===== src/rtl/dp7_scan_driver.sv =====
// dp7_scan_driver
// Time-multiplexes four parallel 7-segment digit patterns onto one shared
// segment bus with per-digit active-low anodes. Each digit slot starts with a
// short all-dark blanking window (anti-ghosting). A brightness PWM window
// follows it, and the rest of the slot is dark. Digits flagged in blink_mask
// are suppressed during the "off" half of a free-running blink period. Inputs
// are sampled into shadow registers once per frame, so the display never
// tears. Any pattern that is not a decimal digit code or all-off raises a
// sticky error flag.
//
// Ports
//   clk          system clock
//   rst          synchronous reset, active-high
//   seg_in1..4   digit 0..3 patterns, bit 6 = segment a, bit 0 = segment g
//   blink_mask   bit i = 1 makes digit i blink (used live, not shadowed)
//   dim          brightness 0 (dimmest) .. 15 (full), shadowed per frame
//   err_clr      clears err / err_digit (a simultaneous new error wins)
//   seg_out      shared segment bus, active-high, registered
//   an           digit enables, active-low, an[i] = digit i, registered
//   frame_start  one-cycle pulse in the cycle after the frame capture
//   err          sticky illegal-pattern flag
//   err_digit    lowest offending digit index at the latest error capture
//
// There is no handshake on this block: inputs are level signals sampled at
// frame capture, and outputs are free-running registered levels.

module dp7_scan_driver #(
    parameter int SCAN_DIV  = 50000,
    parameter int BLANK_CYC = 500,
    parameter int BLINK_DIV = 25000000
) (
    input  logic       clk,
    input  logic       rst,
    input  logic [6:0] seg_in1,
    input  logic [6:0] seg_in2,
    input  logic [6:0] seg_in3,
    input  logic [6:0] seg_in4,
    input  logic [3:0] blink_mask,
    input  logic [3:0] dim,
    input  logic       err_clr,
    output logic [6:0] seg_out,
    output logic [3:0] an,
    output logic       frame_start,
    output logic       err,
    output logic [1:0] err_digit
);

    localparam int CW = (SCAN_DIV > 1) ? $clog2(SCAN_DIV) : 1;
    // Wide enough for (SCAN_DIV-BLANK_CYC)*16 so the PWM product never truncates.
    localparam int PW = CW + 5;
    localparam int BW = (BLINK_DIV > 1) ? $clog2(BLINK_DIV) : 1;

    localparam logic [CW-1:0] SLOT_LAST  = CW'(SCAN_DIV - 1);
    localparam logic [BW-1:0] BLINK_LAST = BW'(BLINK_DIV - 1);
    localparam logic [PW-1:0] SPAN       = PW'(SCAN_DIV - BLANK_CYC);
    localparam logic [PW-1:0] BLANK_W    = PW'(BLANK_CYC);

    logic [CW-1:0] slot_cnt;
    logic [1:0]    idx;
    logic [BW-1:0] blink_cnt;
    logic          blink_phase;
    logic [6:0]    shadow [4];
    logic [3:0]    dim_sh;

    logic [6:0]    seg_vec [4];
    logic          capture;
    logic          bad;
    logic [1:0]    bad_idx;
    logic [PW-1:0] prod;
    logic [PW-1:0] on_raw;
    logic [PW-1:0] on_len;
    logic [PW-1:0] slot_w;
    logic          in_on;
    logic          lit;

    // Decimal digit codes 0..9 plus the all-off pattern are the only legal values.
    function automatic logic is_legal(input logic [6:0] p);
        case (p)
            7'b0000000, 7'b1111110, 7'b0110000, 7'b1101101, 7'b1111001,
            7'b0110011, 7'b1011011, 7'b1011111, 7'b1110000, 7'b1111111,
            7'b1111011: is_legal = 1'b1;
            default:    is_legal = 1'b0;
        endcase
    endfunction

    assign seg_vec[0] = seg_in1;
    assign seg_vec[1] = seg_in2;
    assign seg_vec[2] = seg_in3;
    assign seg_vec[3] = seg_in4;

    always_comb begin
        capture = (idx == 2'd0) && (slot_cnt == '0);

        // Scan from the top down so the lowest offending index is the one kept.
        bad     = 1'b0;
        bad_idx = 2'd0;
        for (int i = 3; i >= 0; i--) begin
            if (!is_legal(seg_vec[i])) begin
                bad     = 1'b1;
                bad_idx = 2'(i);
            end
        end

        prod   = SPAN * PW'({1'b0, dim_sh} + 5'd1);
        on_raw = prod >> 4;
        on_len = (on_raw == '0) ? PW'(1) : on_raw;

        slot_w = PW'(slot_cnt);
        in_on  = (slot_w >= BLANK_W) && (slot_w < BLANK_W + on_len);
        lit    = in_on && !(blink_phase && blink_mask[idx]);
    end

    always_ff @(posedge clk) begin
        if (rst) begin
            slot_cnt    <= '0;
            idx         <= 2'd0;
            blink_cnt   <= '0;
            blink_phase <= 1'b0;
            for (int i = 0; i < 4; i++) begin
                shadow[i] <= 7'd0;
            end
            dim_sh      <= 4'd15;
            seg_out     <= 7'd0;
            an          <= 4'b1111;
            frame_start <= 1'b0;
            err         <= 1'b0;
            err_digit   <= 2'd0;
        end else begin
            if (slot_cnt == SLOT_LAST) begin
                slot_cnt <= '0;
                idx      <= idx + 2'd1;
            end else begin
                slot_cnt <= slot_cnt + CW'(1);
            end

            // The blink timebase is independent of the scan and only reset by rst.
            if (blink_cnt == BLINK_LAST) begin
                blink_cnt   <= '0;
                blink_phase <= ~blink_phase;
            end else begin
                blink_cnt <= blink_cnt + BW'(1);
            end

            if (capture) begin
                for (int i = 0; i < 4; i++) begin
                    shadow[i] <= seg_vec[i];
                end
                dim_sh <= dim;
            end

            // Outputs reflect this cycle's scan state one cycle later.
            seg_out     <= lit ? shadow[idx] : 7'd0;
            an          <= lit ? ~(4'b0001 << idx) : 4'b1111;
            frame_start <= capture;

            // A newly detected error takes priority over a simultaneous clear.
            if (capture && bad) begin
                err       <= 1'b1;
                err_digit <= bad_idx;
            end else if (err_clr) begin
                err       <= 1'b0;
                err_digit <= 2'd0;
            end
        end
    end

endmodule


===== config.mk =====
export PLATFORM = sky130hd
export DESIGN_NAME = dp7_scan_driver
export DESIGN_NICKNAME = d
export VERILOG_FILES = /design/src/rtl/dp7_scan_driver.sv
export SDC_FILE = /design/constraint.sdc
export NUM_CORES = 1
export LEC_CHECK = 0
export ABC_CLOCK_PERIOD_IN_PS = 19800
export CELL_PAD_IN_SITES_DETAIL_PLACEMENT = 1
export CELL_PAD_IN_SITES_GLOBAL_PLACEMENT = 1
export CORE_MARGIN = 3
export CORE_UTILIZATION = 49
export DETAILED_ROUTE_END_ITERATION = 6
export PLACE_DENSITY_LB_ADDON = 0.3
export SLEW_MARGIN = 10
export SYNTH_ARGS = -nofsm -noshare
export SYNTH_HDL_FRONTEND = slang
export SYNTH_SLANG_ARGS = --single-unit

===== constraint.sdc =====
create_clock -name clk -period 19.8 [get_ports clk]
set_clock_uncertainty 0.05 [all_clocks]
set_input_delay 2.97 -clock clk [delete_from_list [all_inputs] [get_ports clk]]
set_output_delay 2.97 -clock clk [all_outputs]
set_load 0.02 [all_outputs]

# Yosys cells after proc, flatten, opt, wreduce, memory -nomap -nowiden
# Memory sizes are Yosys's and may differ from the RTL's. A register that Yosys moved wholly into a read port is not among the register bits.
# Cells that the tools add are included.
# totals
inputBits,39
latchBits,0
ff_bits,56
mem_bits_rw,28
rom_bits,0
elab_cells,118
n_memories,1
# memory_table
memory,depth,width,read_ports,rd_clocked_by_memory_dff,wr,line,text
shadow,4,7,1,1,4,62,logic [6:0] shadow [4];
# op_classes
shifts,1
n_lt_le_gt_ge,3
n_div,0
n_eq_ne,42
addsub,5
n_reduce_logical,21
mux,28
mul,1
bitwise,7
# op_table
operator,n
$eq A7 B7 Y1 const B,32
$eq A7 B6 Y1 const B,8
$reduce_or A11 Y1,4
$logic_not A7 Y1,4
$mux W7,4
$add A25 B1 Y25 const B,1
$eq A25 B25 Y1 const B,1
$logic_not A21 Y1,1
$mul A14 B5 Y19 const A,1
$add A9 B17 Y18 const A,1
$lt A16 B18 Y1,1
$mux W17,1
$add A16 B1 Y16 const B,1
$eq A16 B16 Y1 const B,1
$ge A16 B9 Y1 const B,1
$logic_not A16 Y1,1
$mux W1,16
$mux W2,6
$reduce_or A2 Y1,3
$add A4 B1 Y5 const B,1
$logic_and A1 B1 Y1,5
$not A4 Y4,1
$or A1 B1 Y1,4
$shl A1 B2 Y4 const A,1
7 further kinds,8

# Longest topological paths before layout
# Gate-level depths: netlist of the first run.
# logic_depth
word_depth,10
mapped_depth,29

# Worst setup path after synthesis of the first run
# OpenSTA, ideal clock, no wires.
# synth_path
kind,reg2reg
startpoint,register dim_sh[0]
endpoint,register an[0]
stages_incl_launch_ff,30
setup_ns,0.141
slack_ns,13.238
synth_period_minus_slack_ns,6.562
t_arrival_ns,6.371
path_cell_list,dfxtp_1 > buf_2 > nand3_1 > xnor2_1 > ha_1 > inv_1 > fa_1 > fa_1 > inv_1 > ha_1 > clkbuf_1 > and3_1 > and3_4 > buf_6 > or4_4 > o211ai_2 > nor4_1 > and4b_1 > buf_6 > o21a_1 > nor3_1 > ha_1 > a21o_1 > a21o_1 > a21oi_1 > nand2_1 > nand3_1 > o21bai_1 > o311a_4 > o211ai_1
# synth_via
elab_chain_len,10
# synth_rtl
element,line,text
from (decl),63,logic [3:0] dim_sh;
from (signal assigned),148,dim_sh <= dim;
$add A4 B1 Y5 *,104,"prod = SPAN * PW'({1'b0, dim_sh} + 5'd1);"
$mul A14 B5 Y19 *,104,
$logic_not A21 Y1,106,on_len = (on_raw == '0) ? PW'(1) : on_raw;
$mux W17 *,106,
$add A9 B17 Y18 *,109,in_on = (slot_w >= BLANK_W) && (slot_w < BLANK_W + on_len);
$lt A16 B18 Y1 *,109,
$logic_and A1 B1 Y1 *,109,
$logic_and A1 B1 Y1 *,110,lit = in_on && !(blink_phase && blink_mask[idx]);
$not A1 Y1 (no source line) *,--,
$reduce_or A2 Y1 (no source line) *,--,
to (signal assigned),153,an <= lit ? ~(4'b0001 << idx) : 4'b1111;
to (decl),42,"output logic [3:0] an,"
# Every way passes the cells marked *; elsewhere a longest branch is shown, timed or not.
# A chain may end at the register's enable or synchronous reset.

# Final worst setup path of the first run
# Ends and elaborated chain as after synthesis.

==> results of run 1 <==
-- power by group --
| group | switching, mW | internal (mW) |
|---|---|---|
| Clock | 0.0732 | 0.105 |
| Sequential | 0.00766 | 0.204 |
| Combinational | 0.348 | 0.224 |
| Total | 0.429 | 0.533 |
-- worst max-delay path: cells and delay by family, from the launching register on --
kind / cells / cell delay (ns)
buffers and inverters: 2 / 0.10
AOI/OAI and AO/OA: 10 / 2.43
adders and majority gates: 5 / 1.86
and+or+nand+nor: 7 / 1.46
xor gates and xnor gates: 1 / 0.73
DFF: 1 / 0.74
-- layout make-up --
class | instances | area [sq um]
multi-input cells | 511 | 3740
well taps | 168 | 210
flip-flops and latches | 91 | 2100
fillers | 1361 | 5030
clock buffers | 10 | 250
clock inverters | 5 | 56.3
inverters | 39 | 146
repair buffers | 53 | 531
-- worst paths after layout --
kind	from	to	cells after the start	slack [ns]
setup / recovery	dim_sh[0]$_SDFFE_PP1P_	an[0]$_SDFF_PP1_	25	12.25
setup reg to reg	dim_sh[0]$_SDFFE_PP1P_	an[0]$_SDFF_PP1_	25	12.25
hold / removal	blink_cnt[0]$_SDFF_PP0_	blink_cnt[0]$_SDFF_PP0_	1	0.44
hold reg to reg	blink_cnt[0]$_SDFF_PP0_	blink_cnt[0]$_SDFF_PP0_	1	0.44
-- through the flow --
| step | setup WS, ns | hold slack [ns] | power, mW |
|---|---|---|---|
| after floorplan | 13.24 | 0.388 | 0.629 |
| after global placement | 12.72 | 0.405 | 0.743 |
| after detailed placement | 12.35 | 0.420 | 0.777 |
| after CTS | 12.20 | 0.437 | 0.961 |
| after global routing | 11.73 | 0.497 | 1.04 |
| final | 12.25 | 0.435 | 0.962 |
-- synthesized netlist by cell type (10+ instances only) --
library cell,instances
sky130_fd_sc_hd__nor2_1,84
sky130_fd_sc_hd__dfxtp_1,63
sky130_fd_sc_hd__ha_1,54
sky130_fd_sc_hd__inv_1,39
sky130_fd_sc_hd__nand3_1,35
sky130_fd_sc_hd__xor2_1,34
sky130_fd_sc_hd__a21oi_1,32
sky130_fd_sc_hd__xnor2_1,31
sky130_fd_sc_hd__and2_1,30
sky130_fd_sc_hd__edfxtp_1,28
sky130_fd_sc_hd__nand2_1,24
sky130_fd_sc_hd__nor3_1,22
sky130_fd_sc_hd__clkbuf_1,16
sky130_fd_sc_hd__o21ai_0,15
sky130_fd_sc_hd__o211ai_1,13
sky130_fd_sc_hd__and3_1,10
sky130_fd_sc_hd__nand4_1,10
-- logic make-up after synthesis --
family / count (synthesis)
simple gates: 254
buf+inv: 62
fa+ha+maj: 60
compound gates: 119
xor+xnor: 65
flops: 91
mux: 13
-- flip-flops by register name, indices dropped and copies added (netlist names) --
name and cells:
err 1, slot_cnt 16, blink_cnt 25, frame_start 1, shadow 28, seg_out 7, blink_phase 1, an 4
dim_sh 4, err_digit 2, idx 2
-- metal layers --
metal  part of all wire (%)  GRT usage (%)  vias to the layer above
met5                      0              0                        -
met4                    2.7           9.09                        0
met3                    3.2           3.28                       28
met2                     52           45.2                      121
met1                     42           29.7                     2584
li1                       -              -                     2471
==> flow_summary.html, run 1 <==
<table>
<tr><th>Metric</th><th>Value</th></tr>
<tr><th colspan="2">Status</th></tr>
<tr><td>Status</td><td>complete, no violations</td></tr>
<tr><th colspan="2">STA</th></tr>
<tr><td>Worst-margin pin slew</td><td>~1.1 ns</td></tr>
<tr><td>Part of the cycle the worst path needs</td><td>approximately two fifths</td></tr>
<tr><td>Worst slew margin relative to its limit</td><td>around a quarter</td></tr>
<tr><td>Setup repair after global routing missed its margin</td><td>no</td></tr>
<tr><td>Final TNS setup</td><td>0 ns</td></tr>
<tr><td>Count of final setup violators</td><td>0</td></tr>
<tr><td>Final number of max-transition violations</td><td>0</td></tr>
<tr><td>Minimum period implied by the final worst setup slack</td><td>~7.6 ns</td></tr>
<tr><td>Final Hold Fails</td><td>0</td></tr>
<tr><td>Maximum operating frequency</td><td>0.132 GHz</td></tr>
<tr><th colspan="2">CTS</th></tr>
<tr><td>CTS Hold Bufs</td><td>0</td></tr>
<tr><td>Number of buffers inserted during clock tree synthesis</td><td>9</td></tr>
<tr><td>Count of instances resized after the clock tree is built</td><td>0</td></tr>
<tr><td>Clock tree from TritonCTS</td><td>built</td></tr>
<tr><td>Post-CTS Setup Bufs</td><td>0</td></tr>
<tr><td>Number of buffers between clock root and the deepest sink</td><td>2</td></tr>
<tr><td>Skew-Pair Late Insertion Delay</td><td>about 0.35 ns</td></tr>
<tr><td>Clk slew on worst S/H paths</td><td>0.07 ns</td></tr>
<tr><td>Clock root cell</td><td>sky130_fd_sc_hd__clkbuf_16</td></tr>
<tr><td>Max H-tree Level</td><td>3</td></tr>
<tr><td>Clock sink count</td><td>between 90 and 100</td></tr>
<tr><th colspan="2">Synthesis</th></tr>
<tr><td>Total of warnings raised by yosys</td><td>0</td></tr>
<tr><td>Multiplexer area fraction after synthesis</td><td>roughly 3.8%</td></tr>
<tr><td>Number of flip-flops and latches in the synthesized netlist</td><td>91</td></tr>
<tr><td>Portion of synthesized cell area occupied by the leading cell type</td><td>20.7%</td></tr>
<tr><td>Async S/R FF share, synth</td><td>0%</td></tr>
<tr><td>Syn_area_per_cell</td><td>roughly 9 sq um</td></tr>
<tr><td>Synth Flop Type</td><td>sky130_fd_sc_hd__dfxtp_1</td></tr>
<tr><td>Syn nets</td><td>~760</td></tr>
<tr><td>Number of standard cells after synthesis</td><td>~660</td></tr>
<tr><td>Share of the synthesized area in compound gates (AO/OA/AOI/OAI)</td><td>13.8%</td></tr>
<tr><td>Area leader, netlist</td><td>sky130_fd_sc_hd__dfxtp_1</td></tr>
<tr><td>Post-synth EDFFs</td><td>28</td></tr>
<tr><td>Xor-xnor portion of the synthesized cell area</td><td>under 10%</td></tr>
<tr><td>Largest family of logic cells by synthesized area</td><td>simple AND/OR/NAND/NOR gates</td></tr>
<tr><td>Cell types occupying the most area after synthesis</td><td>sky130_fd_sc_hd__dfxtp_1 21%, sky130_fd_sc_hd__edfxtp_1 14%, sky130_fd_sc_hd__ha_1 11%, sky130_fd_sc_hd__nor2_1 5.2%, sky130_fd_sc_hd__xor2_1 4.9%</td></tr>
<tr><td>Post-synthesis cell area</td><td>6080 sq um</td></tr>
<tr><td>Adder-cell share of the synthesized area</td><td>13.1%</td></tr>
<tr><td>Library cells used by synthesis</td><td>62</td></tr>
<tr><td>Part of the Yosys area used for sequential elements</td><td>34.6%</td></tr>
<tr><td>Post-synthesis simple-gate area fraction</td><td>a little over a fifth</td></tr>
<tr><th colspan="2">Critical path</th></tr>
<tr><td>Top cell by count, worst path</td><td>sky130_fd_sc_hd__ha_1</td></tr>
<tr><td>Data required time of the worst path</td><td>19.92 ns</td></tr>
<tr><td>Critical path's largest stage delay</td><td>0.74 ns</td></tr>
<tr><td>Critical path arrival</td><td>7.67 ns</td></tr>
<tr><td>Critical Path Start Type</td><td>flip-flop</td></tr>
<tr><td>Sort of element at the end of the critical path</td><td>flip-flop</td></tr>
<tr><td>Biggest fanout along the worst timing path</td><td>14</td></tr>
<tr><td>Slowest stage cell on the critical path</td><td>sky130_fd_sc_hd__dfxtp_1</td></tr>
<tr><td>Critical path type</td><td>flip-flop to flip-flop</td></tr>
<tr><th colspan="2">Floorplan</th></tr>
<tr><td>Placeable core region</td><td>~12,000 sq um</td></tr>
<tr><td>Initial Utilization</td><td>50.4%</td></tr>
<tr><td>Boundary Pins</td><td>54</td></tr>
<tr><td>Die Height</td><td>117 um</td></tr>
<tr><td>Chip Width</td><td>between 100 and 150 um</td></tr>
<tr><td>Rows</td><td>40</td></tr>
<tr><td>Die Outline Area</td><td>around 14,000 sq um</td></tr>
<tr><th colspan="2">Placed design</th></tr>
<tr><td>Final Wtd Congestion</td><td>between 0.9 and 1</td></tr>
<tr><td>DPL Wire Length</td><td>12,700 um</td></tr>
<tr><td>Total cell area at the placement stage</td><td>between 6000 and 7000 sq um</td></tr>
<tr><td>Post-Place Cells</td><td>between 800 and 900</td></tr>
<tr><td>Total of buffers placed on input and output ports</td><td>53</td></tr>
<tr><th colspan="2">Final layout</th></tr>
<tr><td>Non-filler instance count after layout</td><td>~880</td></tr>
<tr><td>Relative area change from synthesis to final layout</td><td>15.6%</td></tr>
<tr><td>Most common cell after layout, fill and taps aside</td><td>sky130_fd_sc_hd__nor2_1</td></tr>
<tr><td>Total inserted antenna cells</td><td>0</td></tr>
<tr><td>Proportion of layout cells with a drive suffix above 1</td><td>under 10%</td></tr>
<tr><td>Final design instance area without fill</td><td>~7000 sq um</td></tr>
<tr><td>Net total in the final layout</td><td>804</td></tr>
<tr><td>Final Core Density</td><td>58.3%</td></tr>
<tr><td>Highest-count cells in the layout ignoring fill and taps</td><td>84 x sky130_fd_sc_hd__nor2_1, 63 x sky130_fd_sc_hd__dfxtp_1, 54 x sky130_fd_sc_hd__ha_1</td></tr>
<tr><th colspan="2">Pwr</th></tr>
<tr><td>Power per cell area</td><td>roughly 140 nW/um^2</td></tr>
<tr><td>Max rail drop VDD</td><td>72.6 uV</td></tr>
<tr><td>Static leakage</td><td>between 2 and 3 nW</td></tr>
<tr><th colspan="2">Detailed routing</th></tr>
<tr><td>Vias per inst</td><td>roughly 5.9</td></tr>
<tr><td>Wire per inst</td><td>a little under 20 um</td></tr>
<tr><td>Count of TritonRoute iterations in the first routing pass</td><td>4</td></tr>
<tr><td>Detail Route Antenna Nets</td><td>0</td></tr>
<tr><td>Post-route DRC</td><td>0</td></tr>
<tr><td>Detailed Route WL</td><td>approximately 17,000 um</td></tr>
<tr><td>Starting DRT DRC Count</td><td>approximately 230</td></tr>
<tr><td>Total via count after detailed routing</td><td>approximately 5.2k</td></tr>
<tr><th colspan="2">GRT</th></tr>
<tr><td>Maximum number of pins on one net before global-route repair</td><td>29</td></tr>
<tr><td>Total global-route track usage</td><td>24.8%</td></tr>
<tr><td>Via count of the first global-routing pass</td><td>5,539</td></tr>
<tr><td>Number of antenna violations at the first check in global routing</td><td>0</td></tr>
<tr><td>Global route overflow</td><td>0</td></tr>
<tr><td>First-pass GRT wire length</td><td>around 28,000 um</td></tr>
<tr><th colspan="2">Job</th></tr>
<tr><td>Count of max-cap constraint violations</td><td>0</td></tr>
<tr><th colspan="2">Hold path</th></tr>
<tr><td>Worst hold path type</td><td>flip-flop to flip-flop</td></tr>
</table>
Power figures use the tool's default switching activity.
==> run 2: changes to the inputs <==
- ABC_CLOCK_PERIOD_IN_PS: 19800 -> 6800
- CORE_UTILIZATION: 49 -> 41
- clock period: 19.8 -> 6.8 ns (I/O delays scaled with it)
==> run 2 against run 1 <==
Net effect: hold slack worse by 0.018 ns; worst setup slack worse by 12 ns; flip-flop and latch count unchanged; critical path type unchanged; largest power group unchanged.
==> flow_summary.html, run 2 (synthesized netlist as in run 1, its figures left out) <==
<table>
<tr><th>Metric</th><th>Value</th></tr>
<tr><th colspan="2">Critical path</th></tr>
<tr><td>Top cell by count, worst path</td><td>sky130_fd_sc_hd__ha_1</td></tr>
<tr><td>Capture point of the worst reg-to-reg path</td><td>seg_out[1]$_SDFF_PP0_</td></tr>
<tr><td>Origin of the critical flop-to-flop path</td><td>dim_sh[1]$_SDFFE_PP1P_</td></tr>
<tr><td>Minimum setup slack among reg-to-reg paths</td><td>0.30 ns (-11.95 ns)</td></tr>
<tr><td>Data required time of the worst path</td><td>7.01 ns (-12.91 ns)</td></tr>
<tr><td>Critical path type</td><td>flip-flop to flip-flop</td></tr>
<tr><td>Critical path's largest stage delay</td><td>0.57 ns (-0.17 ns)</td></tr>
<tr><td>Sort of element at the end of the critical path</td><td>flip-flop</td></tr>
<tr><td>Critical Path Start Type</td><td>flip-flop</td></tr>
<tr><td>Worst reg2reg path depth</td><td>27 (+8.0%)</td></tr>
<tr><td>Slowest stage cell on the critical path</td><td>sky130_fd_sc_hd__or4_4</td></tr>
<tr><td>Biggest fanout along the worst timing path</td><td>8 (-6)</td></tr>
<tr><td>Critical path arrival</td><td>6.72 ns (-0.95 ns)</td></tr>
<tr><th colspan="2">Floorplan</th></tr>
<tr><td>Rows</td><td>43 (+7.5%)</td></tr>
<tr><td>Die Outline Area</td><td>16,300 sq um (+18%)</td></tr>
<tr><td>Boundary Pins</td><td>54 (unchanged)</td></tr>
<tr><td>Chip Width</td><td>128 um (+8.8%)</td></tr>
<tr><td>Die Height</td><td>128 um (+8.8%)</td></tr>
<tr><td>Placeable core region</td><td>14,200 sq um (+18%)</td></tr>
<tr><td>Initial Utilization</td><td>42.8% (-7.6 points)</td></tr>
<tr><th colspan="2">Pwr</th></tr>
<tr><td>Static leakage</td><td>2.86 nW (+1.8%)</td></tr>
<tr><td>Max rail drop VDD</td><td>221 uV (+200%)</td></tr>
<tr><td>Design Power</td><td>2.86 mW (+200%)</td></tr>
<tr><td>Power per cell area</td><td>399 nW/um^2 (+190%)</td></tr>
<tr><th colspan="2">Final layout</th></tr>
<tr><td>Highest-count cells in the layout ignoring fill and taps</td><td>84 x sky130_fd_sc_hd__nor2_1, 61 x sky130_fd_sc_hd__dfxtp_1, 53 x sky130_fd_sc_hd__ha_1, 53 x sky130_fd_sc_hd__clkdlybuf4s50_1, 39 x sky130_fd_sc_hd__inv_1</td></tr>
<tr><td>Relative area change from synthesis to final layout</td><td>17.7%</td></tr>
<tr><td>Final Core Density</td><td>50.4% (-7.9 points)</td></tr>
<tr><td>Most common cell after layout, fill and taps aside</td><td>sky130_fd_sc_hd__nor2_1</td></tr>
<tr><td>Flip-flop count of the largest register, all copies and words added</td><td>28 (unchanged)</td></tr>
<tr><td>Largest registers</td><td>shadow: 28 flops, blink_cnt: 25 flops, slot_cnt: 16 flops</td></tr>
<tr><td>Net total in the final layout</td><td>814 (+1.2%)</td></tr>
<tr><td>Total inserted antenna cells</td><td>0 (unchanged)</td></tr>
<tr><td>Non-filler instance count after layout</td><td>900 (+2.6%)</td></tr>
<tr><td>Proportion of layout cells with a drive suffix above 1</td><td>7.22% (+2.6 points)</td></tr>
<tr><td>Most flops, register</td><td>shadow</td></tr>
<tr><th colspan="2">STA</th></tr>
<tr><td>Minimum period implied by the final worst setup slack</td><td>6.50 ns (-1.05 ns)</td></tr>
<tr><td>Final worst setup slack</td><td>0.296 ns (-11.95 ns)</td></tr>
<tr><td>Worst-margin pin slew</td><td>1.17 ns (+0.0343 ns)</td></tr>
<tr><td>Final Hold Fails</td><td>0 (unchanged)</td></tr>
<tr><td>Part of the cycle the worst path needs</td><td>95.6% (+58 points)</td></tr>
<tr><td>Worst slew margin relative to its limit</td><td>21.5% (-2.3 points)</td></tr>
<tr><td>Maximum operating frequency</td><td>0.154 GHz (+16%)</td></tr>
<tr><td>Count of final setup violators</td><td>0 (unchanged)</td></tr>
<tr><td>Final number of max-transition violations</td><td>0 (unchanged)</td></tr>
<tr><th colspan="2">Detailed routing</th></tr>
<tr><td>Count of TritonRoute iterations in the first routing pass</td><td>4 (unchanged)</td></tr>
<tr><td>Wire per inst</td><td>17.9 um (-7.8%)</td></tr>
<tr><td>Detailed Route WL</td><td>16,100 um (-5.4%)</td></tr>
<tr><td>Vias per inst</td><td>5.68 (-4.4%)</td></tr>
<tr><td>Total via count after detailed routing</td><td>5,108 (-1.8%)</td></tr>
<tr><td>Post-route DRC</td><td>0 (unchanged)</td></tr>
<tr><td>Detail Route Antenna Nets</td><td>0 (unchanged)</td></tr>
<tr><td>Starting DRT DRC Count</td><td>198 (-14%)</td></tr>
<tr><th colspan="2">CTS</th></tr>
<tr><td>Number of buffers between clock root and the deepest sink</td><td>2 (unchanged)</td></tr>
<tr><td>CTS Hold Bufs</td><td>0 (unchanged)</td></tr>
<tr><td>Clk slew on worst S/H paths</td><td>0.06 ns (about the same)</td></tr>
<tr><td>Clock root cell</td><td>sky130_fd_sc_hd__clkbuf_16</td></tr>
<tr><td>Clock sink count</td><td>91 (unchanged)</td></tr>
<tr><td>Clock tree from TritonCTS</td><td>built</td></tr>
<tr><td>Skew-Pair Late Insertion Delay</td><td>0.34 ns (about the same)</td></tr>
<tr><td>Number of buffers inserted during clock tree synthesis</td><td>9 (unchanged)</td></tr>
<tr><td>Max H-tree Level</td><td>3 (unchanged)</td></tr>
<tr><th colspan="2">Hold path</th></tr>
<tr><td>Launch instance of the worst min-delay path</td><td>blink_cnt[0]$_SDFF_PP0_</td></tr>
<tr><td>Worst hold path type</td><td>flip-flop to flip-flop</td></tr>
<tr><td>Hold path endpoint</td><td>blink_cnt[0]$_SDFF_PP0_</td></tr>
<tr><td>Number of stages on the worst hold path</td><td>1 (unchanged)</td></tr>
<tr><th colspan="2">GRT</th></tr>
<tr><td>Global route overflow</td><td>0 (unchanged)</td></tr>
<tr><td>Maximum number of pins on one net before global-route repair</td><td>29 (unchanged)</td></tr>
<tr><td>Via count of the first global-routing pass</td><td>5,437 (-1.8%)</td></tr>
<tr><td>First-pass GRT wire length</td><td>27,000 um (-3.6%)</td></tr>
<tr><td>Total global-route track usage</td><td>20.2% (-4.5 points)</td></tr>
<tr><td>Number of antenna violations at the first check in global routing</td><td>0 (unchanged)</td></tr>
<tr><th colspan="2">Placed design</th></tr>
<tr><td>Final Wtd Congestion</td><td>0.916 (-0.38%)</td></tr>
<tr><td>Post-Place Cells</td><td>882 (+2.3%)</td></tr>
<tr><td>Total of buffers placed on input and output ports</td><td>53 (unchanged)</td></tr>
<tr><td>DPL Wire Length</td><td>12,500 um (-1.6%)</td></tr>
<tr><td>Dpl ws</td><td>-0.0634 ns (-12.41 ns)</td></tr>
<tr><th colspan="2">Status</th></tr>
<tr><td>Status</td><td>complete, no violations</td></tr>
<tr><th colspan="2">Job</th></tr>
<tr><td>Count of max-cap constraint violations</td><td>0 (unchanged)</td></tr>
</table>
==> run 2: cell types whose count changed in the layout (fill, tap and decap cells not counted), moves of 2 or more <==
cell and change:
sky130_fd_sc_hd__buf_4 +10, sky130_fd_sc_hd__a211oi_1 -2, sky130_fd_sc_hd__a211oi_2 +2, sky130_fd_sc_hd__clkbuf_1 +2, sky130_fd_sc_hd__dfxtp_1 -2, sky130_fd_sc_hd__dfxtp_2 +2, sky130_fd_sc_hd__inv_4 -2
==> run 2: cell type report <==
| cell class | count | area (sq um) |
|---|---|---|
| Clock inverter | 2 | 13.8 |
| Timing Repair Buffer | 63 | 606 |
| Clock buffer | 14 | 297 |
| Fill cell | 1639 | 7040 |
| Multi-Input combinational cell | 511 | 3770 |
| Tap cell | 180 | 225 |
| Inverter | 39 | 146 |
| Sequential cell | 91 | 2100 |
==> run 2: routing by layer <==
layer / up-vias / share of wire (%) / track usage, %
li1: 2478 / - / -
met1: 2531 / 43 / 25.1
met2: 81 / 52 / 35.9
met3: 18 / 3.3 / 3.42
met4: 0 / 1.5 / 6.30
met5: - / 0 / 0
==> run 2: worst max-delay path: cells and delay by family (launching register included) <==
kind / cells / cell delay, ns
AO/OA/AOI/OAI: 9 / 1.76
flip-flops: 1 / 0.35
adder cells (fa/ha/maj): 6 / 2.04
buffers and inverters: 4 / 0.29
AND/OR/NAND/NOR: 8 / 1.94
==> run 2: worst max path at each step <==
stage / startpoint / end / cells past startpoint
3_3_place_gp: dim_sh[1]$_SDFFE_PP1P_ / an[0]$_SDFF_PP1_ / 25
3_5_place_dp: dim_sh[1]$_SDFFE_PP1P_ / an[1]$_SDFF_PP1_ / 25
2_1_floorplan: dim_sh[0]$_SDFFE_PP1P_ / an[0]$_SDFF_PP1_ / 29
4_1_cts: dim_sh[1]$_SDFFE_PP1P_ / an[1]$_SDFF_PP1_ / 25
5_1_grt: dim_sh[0]$_SDFFE_PP1P_ / seg_out[2]$_SDFF_PP0_ / 27
6_report: dim_sh[1]$_SDFFE_PP1P_ / seg_out[1]$_SDFF_PP0_ / 27
==> run 2: metrics by stage <==
stage | cell area [sq um] | hold slack (ns) | TNS (ns)
3_3_place_gp | 6790 | 0.406 | 0
5_1_grt | 7160 | 0.478 | -0.0102
3_5_place_dp | 6790 | 0.410 | -0.182
6_report | 7160 | 0.417 | 0
2_1_floorplan | 6080 | 0.388 | 0
4_1_cts | 7110 | 0.425 | 0
==> run 2: power by group <==
| group | leakage [nW] | switching (mW) | internal (mW) |
|---|---|---|---|
| sequential | 0.818 | 0.0175 | 0.594 |
| combinational | 1.89 | 1.04 | 0.701 |
| clock | 0.153 | 0.202 | 0.303 |
==> run 2: timing repair <==
action,in CTS,in global routing
cloned,0,0
gates resized for setup,2,9
setup endpoints to repair,5,11
pin swaps,0,2
endpoints found under the hold margin,0,0
buffers inserted,0,2
==> run 3: changes to the inputs <==
- CAP_MARGIN: unset -> 20
- CTS_BUF_LIST: unset -> sky130_fd_sc_hd__clkbuf_16
==> run 3 against run 2 <==
Net effect: hold slack better by 0.014 ns; combinational power about the same; cell count grew 0.33%; clock power decreased by 2%; routed wire length is 1.1% higher; flip-flop and latch count unchanged; count of clock-buffer cells in the layout down 3; die area unchanged; via count increased by 0.80%; first-iteration DRC count down 0.51%; register-to-register slack barely moved; sequential power about the same; critical path type unchanged; largest cell class unchanged; largest power group unchanged.
==> flow_summary.html, run 3 (synthesized netlist as in run 1, its figures left out) <==
<table>
<tr><th>Metric</th><th>Value</th></tr>
<tr><th colspan="2">Critical path</th></tr>
<tr><td>Critical path arrival</td><td>6.63 ns (-0.09 ns)</td></tr>
<tr><td>Buffering stage count on the worst path with inverters included</td><td>4 (unchanged)</td></tr>
<tr><td>Family with the most delay on the worst path</td><td>adder cells</td></tr>
<tr><td>Top cell by count, worst path</td><td>sky130_fd_sc_hd__ha_1</td></tr>
<tr><td>Biggest fanout along the worst timing path</td><td>8 (unchanged)</td></tr>
<tr><td>Critical path's largest stage delay</td><td>0.57 ns (about the same)</td></tr>
<tr><td>Critical path type</td><td>flip-flop to flip-flop</td></tr>
<tr><td>Slowest stage cell on the critical path</td><td>sky130_fd_sc_hd__or4_4</td></tr>
<tr><td>Data required time of the worst path</td><td>6.93 ns (-0.08 ns)</td></tr>
<tr><td>Sort of element at the end of the critical path</td><td>flip-flop</td></tr>
<tr><td>Critical Path Start Type</td><td>flip-flop</td></tr>
<tr><th colspan="2">Floorplan</th></tr>
<tr><td>Placeable core region</td><td>14,200 sq um (unchanged)</td></tr>
<tr><td>Boundary Pins</td><td>54 (unchanged)</td></tr>
<tr><td>Initial Utilization</td><td>42.8% (unchanged)</td></tr>
<tr><td>Die Height</td><td>128 um (unchanged)</td></tr>
<tr><td>Die Outline Area</td><td>16,300 sq um (unchanged)</td></tr>
<tr><td>Rows</td><td>43 (unchanged)</td></tr>
<tr><td>Chip Width</td><td>128 um (unchanged)</td></tr>
<tr><th colspan="2">Final layout</th></tr>
<tr><td>Non-filler instance count after layout</td><td>903 (+0.33%)</td></tr>
<tr><td>Flip-flop count of the largest register, all copies and words added</td><td>28 (unchanged)</td></tr>
<tr><td>Highest-count cells in the layout ignoring fill and taps</td><td>84 x sky130_fd_sc_hd__nor2_1, 61 x sky130_fd_sc_hd__dfxtp_1, 53 x sky130_fd_sc_hd__ha_1, 53 x sky130_fd_sc_hd__clkdlybuf4s50_1, 41 x sky130_fd_sc_hd__inv_1</td></tr>
<tr><td>Total inserted antenna cells</td><td>0 (unchanged)</td></tr>
<tr><td>Proportion of layout cells with a drive suffix above 1</td><td>7.33% (+0.11 points)</td></tr>
<tr><td>Final design instance area without fill</td><td>7160 sq um (about the same)</td></tr>
<tr><td>Relative area change from synthesis to final layout</td><td>17.8% (about the same)</td></tr>
<tr><td>Most flops, register</td><td>shadow</td></tr>
<tr><td>Final Core Density</td><td>50.4% (about the same)</td></tr>
<tr><td>Largest registers</td><td>shadow: 28 flops, blink_cnt: 25 flops, slot_cnt: 16 flops</td></tr>
<tr><td>Net total in the final layout</td><td>817 (+0.37%)</td></tr>
<tr><td>Most common cell after layout, fill and taps aside</td><td>sky130_fd_sc_hd__nor2_1</td></tr>
<tr><th colspan="2">Pwr</th></tr>
<tr><td>Internal power</td><td>1.58 mW (-1.1%)</td></tr>
<tr><td>Max rail drop VDD</td><td>189 uV (-14%)</td></tr>
<tr><td>Net load switching power</td><td>1.27 mW (+0.90%)</td></tr>
<tr><td>Static leakage</td><td>2.88 nW (+0.56%)</td></tr>
<tr><td>Clock Power Share</td><td>17.4% (-0.3 points)</td></tr>
<tr><td>Fraction of power consumed by sequential logic</td><td>21.5% (about the same)</td></tr>
<tr><td>Sw Share</td><td>44.6% (+0.50 points)</td></tr>
<tr><td>Combinational power share</td><td>61.1% (+0.2 points)</td></tr>
<tr><td>Power per cell area</td><td>398 nW/um^2 (-0.28%)</td></tr>
<tr><th colspan="2">Detailed routing</th></tr>
<tr><td>Total via count after detailed routing</td><td>5,149 (+0.80%)</td></tr>
<tr><td>Wire per inst</td><td>18.0 um (+0.74%)</td></tr>
<tr><td>Detail Route Antenna Nets</td><td>0 (unchanged)</td></tr>
<tr><td>Vias per inst</td><td>5.70 (+0.47%)</td></tr>
<tr><td>Starting DRT DRC Count</td><td>197 (-0.51%)</td></tr>
<tr><td>Post-route DRC</td><td>0 (unchanged)</td></tr>
<tr><td>Detailed Route WL</td><td>16,300 um (+1.1%)</td></tr>
<tr><td>Count of TritonRoute iterations in the first routing pass</td><td>5 (+1)</td></tr>
<tr><th colspan="2">CTS</th></tr>
<tr><td>CTS Hold Bufs</td><td>0 (unchanged)</td></tr>
<tr><td>Number of buffers between clock root and the deepest sink</td><td>2 (unchanged)</td></tr>
<tr><td>Max H-tree Level</td><td>3 (unchanged)</td></tr>
<tr><td>Number of buffers inserted during clock tree synthesis</td><td>9 (unchanged)</td></tr>
<tr><td>Clk slew on worst S/H paths</td><td>0.06 ns (about the same)</td></tr>
<tr><td>Skew-Pair Late Insertion Delay</td><td>0.34 ns (about the same)</td></tr>
<tr><td>Clock root cell</td><td>sky130_fd_sc_hd__clkbuf_16</td></tr>
<tr><td>Clock tree from TritonCTS</td><td>built</td></tr>
<tr><td>Clock sink count</td><td>91 (unchanged)</td></tr>
<tr><th colspan="2">Placed design</th></tr>
<tr><td>Total cell area at the placement stage</td><td>6800 sq um (about the same)</td></tr>
<tr><td>Total of buffers placed on input and output ports</td><td>53 (unchanged)</td></tr>
<tr><td>Final Wtd Congestion</td><td>0.916 (unchanged)</td></tr>
<tr><td>Post-Place Cells</td><td>883 (+0.11%)</td></tr>
<tr><td>DPL Wire Length</td><td>12,400 um (-0.35%)</td></tr>
<tr><th colspan="2">GRT</th></tr>
<tr><td>Global route overflow</td><td>0 (unchanged)</td></tr>
<tr><td>First-pass GRT wire length</td><td>27,200 um (+0.84%)</td></tr>
<tr><td>Maximum number of pins on one net before global-route repair</td><td>29 (unchanged)</td></tr>
<tr><td>Number of antenna violations at the first check in global routing</td><td>0 (unchanged)</td></tr>
<tr><td>Total global-route track usage</td><td>20.4% (+0.11 points)</td></tr>
<tr><td>Via count of the first global-routing pass</td><td>5,485 (+0.88%)</td></tr>
<tr><th colspan="2">STA</th></tr>
<tr><td>Worst-margin pin slew</td><td>0.947 ns (-0.226 ns)</td></tr>
<tr><td>Final number of max-transition violations</td><td>0 (unchanged)</td></tr>
<tr><td>Count of final setup violators</td><td>0 (unchanged)</td></tr>
<tr><td>Maximum operating frequency</td><td>0.154 GHz (about the same)</td></tr>
<tr><td>Final Hold Fails</td><td>0 (unchanged)</td></tr>
<tr><td>Worst slew margin relative to its limit</td><td>36.6% (+15 points)</td></tr>
<tr><td>Part of the cycle the worst path needs</td><td>95.6% (about the same)</td></tr>
<tr><td>Minimum period implied by the final worst setup slack</td><td>6.50 ns (-0.00352 ns)</td></tr>
<tr><th colspan="2">Hold path</th></tr>
<tr><td>Worst hold path type</td><td>flip-flop to flip-flop</td></tr>
<tr><th colspan="2">Job</th></tr>
<tr><td>Count of max-cap constraint violations</td><td>0 (unchanged)</td></tr>
<tr><th colspan="2">Status</th></tr>
<tr><td>Status</td><td>complete, no violations</td></tr>
</table>
run 3: cell count changes in the layout (fill, tap and decap cells not counted), moves of 2 or more:
cell,before,now
sky130_fd_sc_hd__buf_4,10,12
sky130_fd_sc_hd__inv_1,39,41
sky130_fd_sc_hd__a211oi_2,3,1
sky130_fd_sc_hd__a211oi_1,3,5
sky130_fd_sc_hd__clkbuf_1,2,0
run 3: per-stage QoR:
stage / setup slack [ns] / hold WS (ns) / total power [mW] / TNS, ns
3_5_place_dp: 0.00447 / 0.419 / 2.32 / 0
5_1_grt: -0.0180 / 0.463 / 3.10 / -0.0235
4_1_cts: 0.0290 / 0.434 / 2.84 / 0
2_1_floorplan: 0.238 / 0.388 / 1.83 / 0
6_report: 0.299 / 0.431 / 2.85 / 0
3_3_place_gp: 0.296 / 0.406 / 2.23 / 0
run 3: layer usage:
layer	part of all wire, %	GRT usage, %
met5	0	0
met4	2.3	6.49
met3	3.8	3.75
met2	51	35.8
met1	43	25.2
run 3: area by class of cell:
type,instances,area [sq um]
Tap cell,180,225
Fill cell,1663,7040
Clock buffer,11,275
Inverter,39,146
Clock inverter,5,25.0
Timing Repair Buffer,66,626
Sequential cell,91,2100
Multi-Input combinational cell,511,3760
run 3: timing repair:
item                       4_1_cts  5_1_grt
buffers inserted                 0        3
resized for setup                2        9
pin swaps                        0        3
setup endpoints to repair        7       11
run 3: worst register-to-register path: cells and delay by family, from the launching register on:
kind | cells | cell delay (ns)
AOI/OAI and AO/OA | 10 | 1.71
adders and majority gates | 6 | 2.16
buffers and inverters | 4 | 0.27
DFF | 1 | 0.35
and+or+nand+nor | 7 | 1.78
run 3: final timing paths:
path	from	end	cells after the start	slack [ns]
setup reg to reg	dim_sh[1]$_SDFFE_PP1P_	an[1]$_SDFF_PP1_	27	0.30
hold / removal	blink_cnt[0]$_SDFF_PP0_	blink_cnt[0]$_SDFF_PP0_	1	0.43
hold reg to reg	blink_cnt[0]$_SDFF_PP0_	blink_cnt[0]$_SDFF_PP0_	1	0.43
setup / recovery	dim_sh[1]$_SDFFE_PP1P_	an[1]$_SDFF_PP1_	27	0.30
run 3: power by group through the flow:
stage	Combinational, mW	Sequential (mW)	Clock, mW
6_report	1.74	0.612	0.496
5_1_grt	1.95	0.616	0.533
4_1_cts	1.72	0.612	0.506
3_5_place_dp	1.69	0.624	0
3_3_place_gp	1.61	0.622	0
2_1_floorplan	1.21	0.619	0
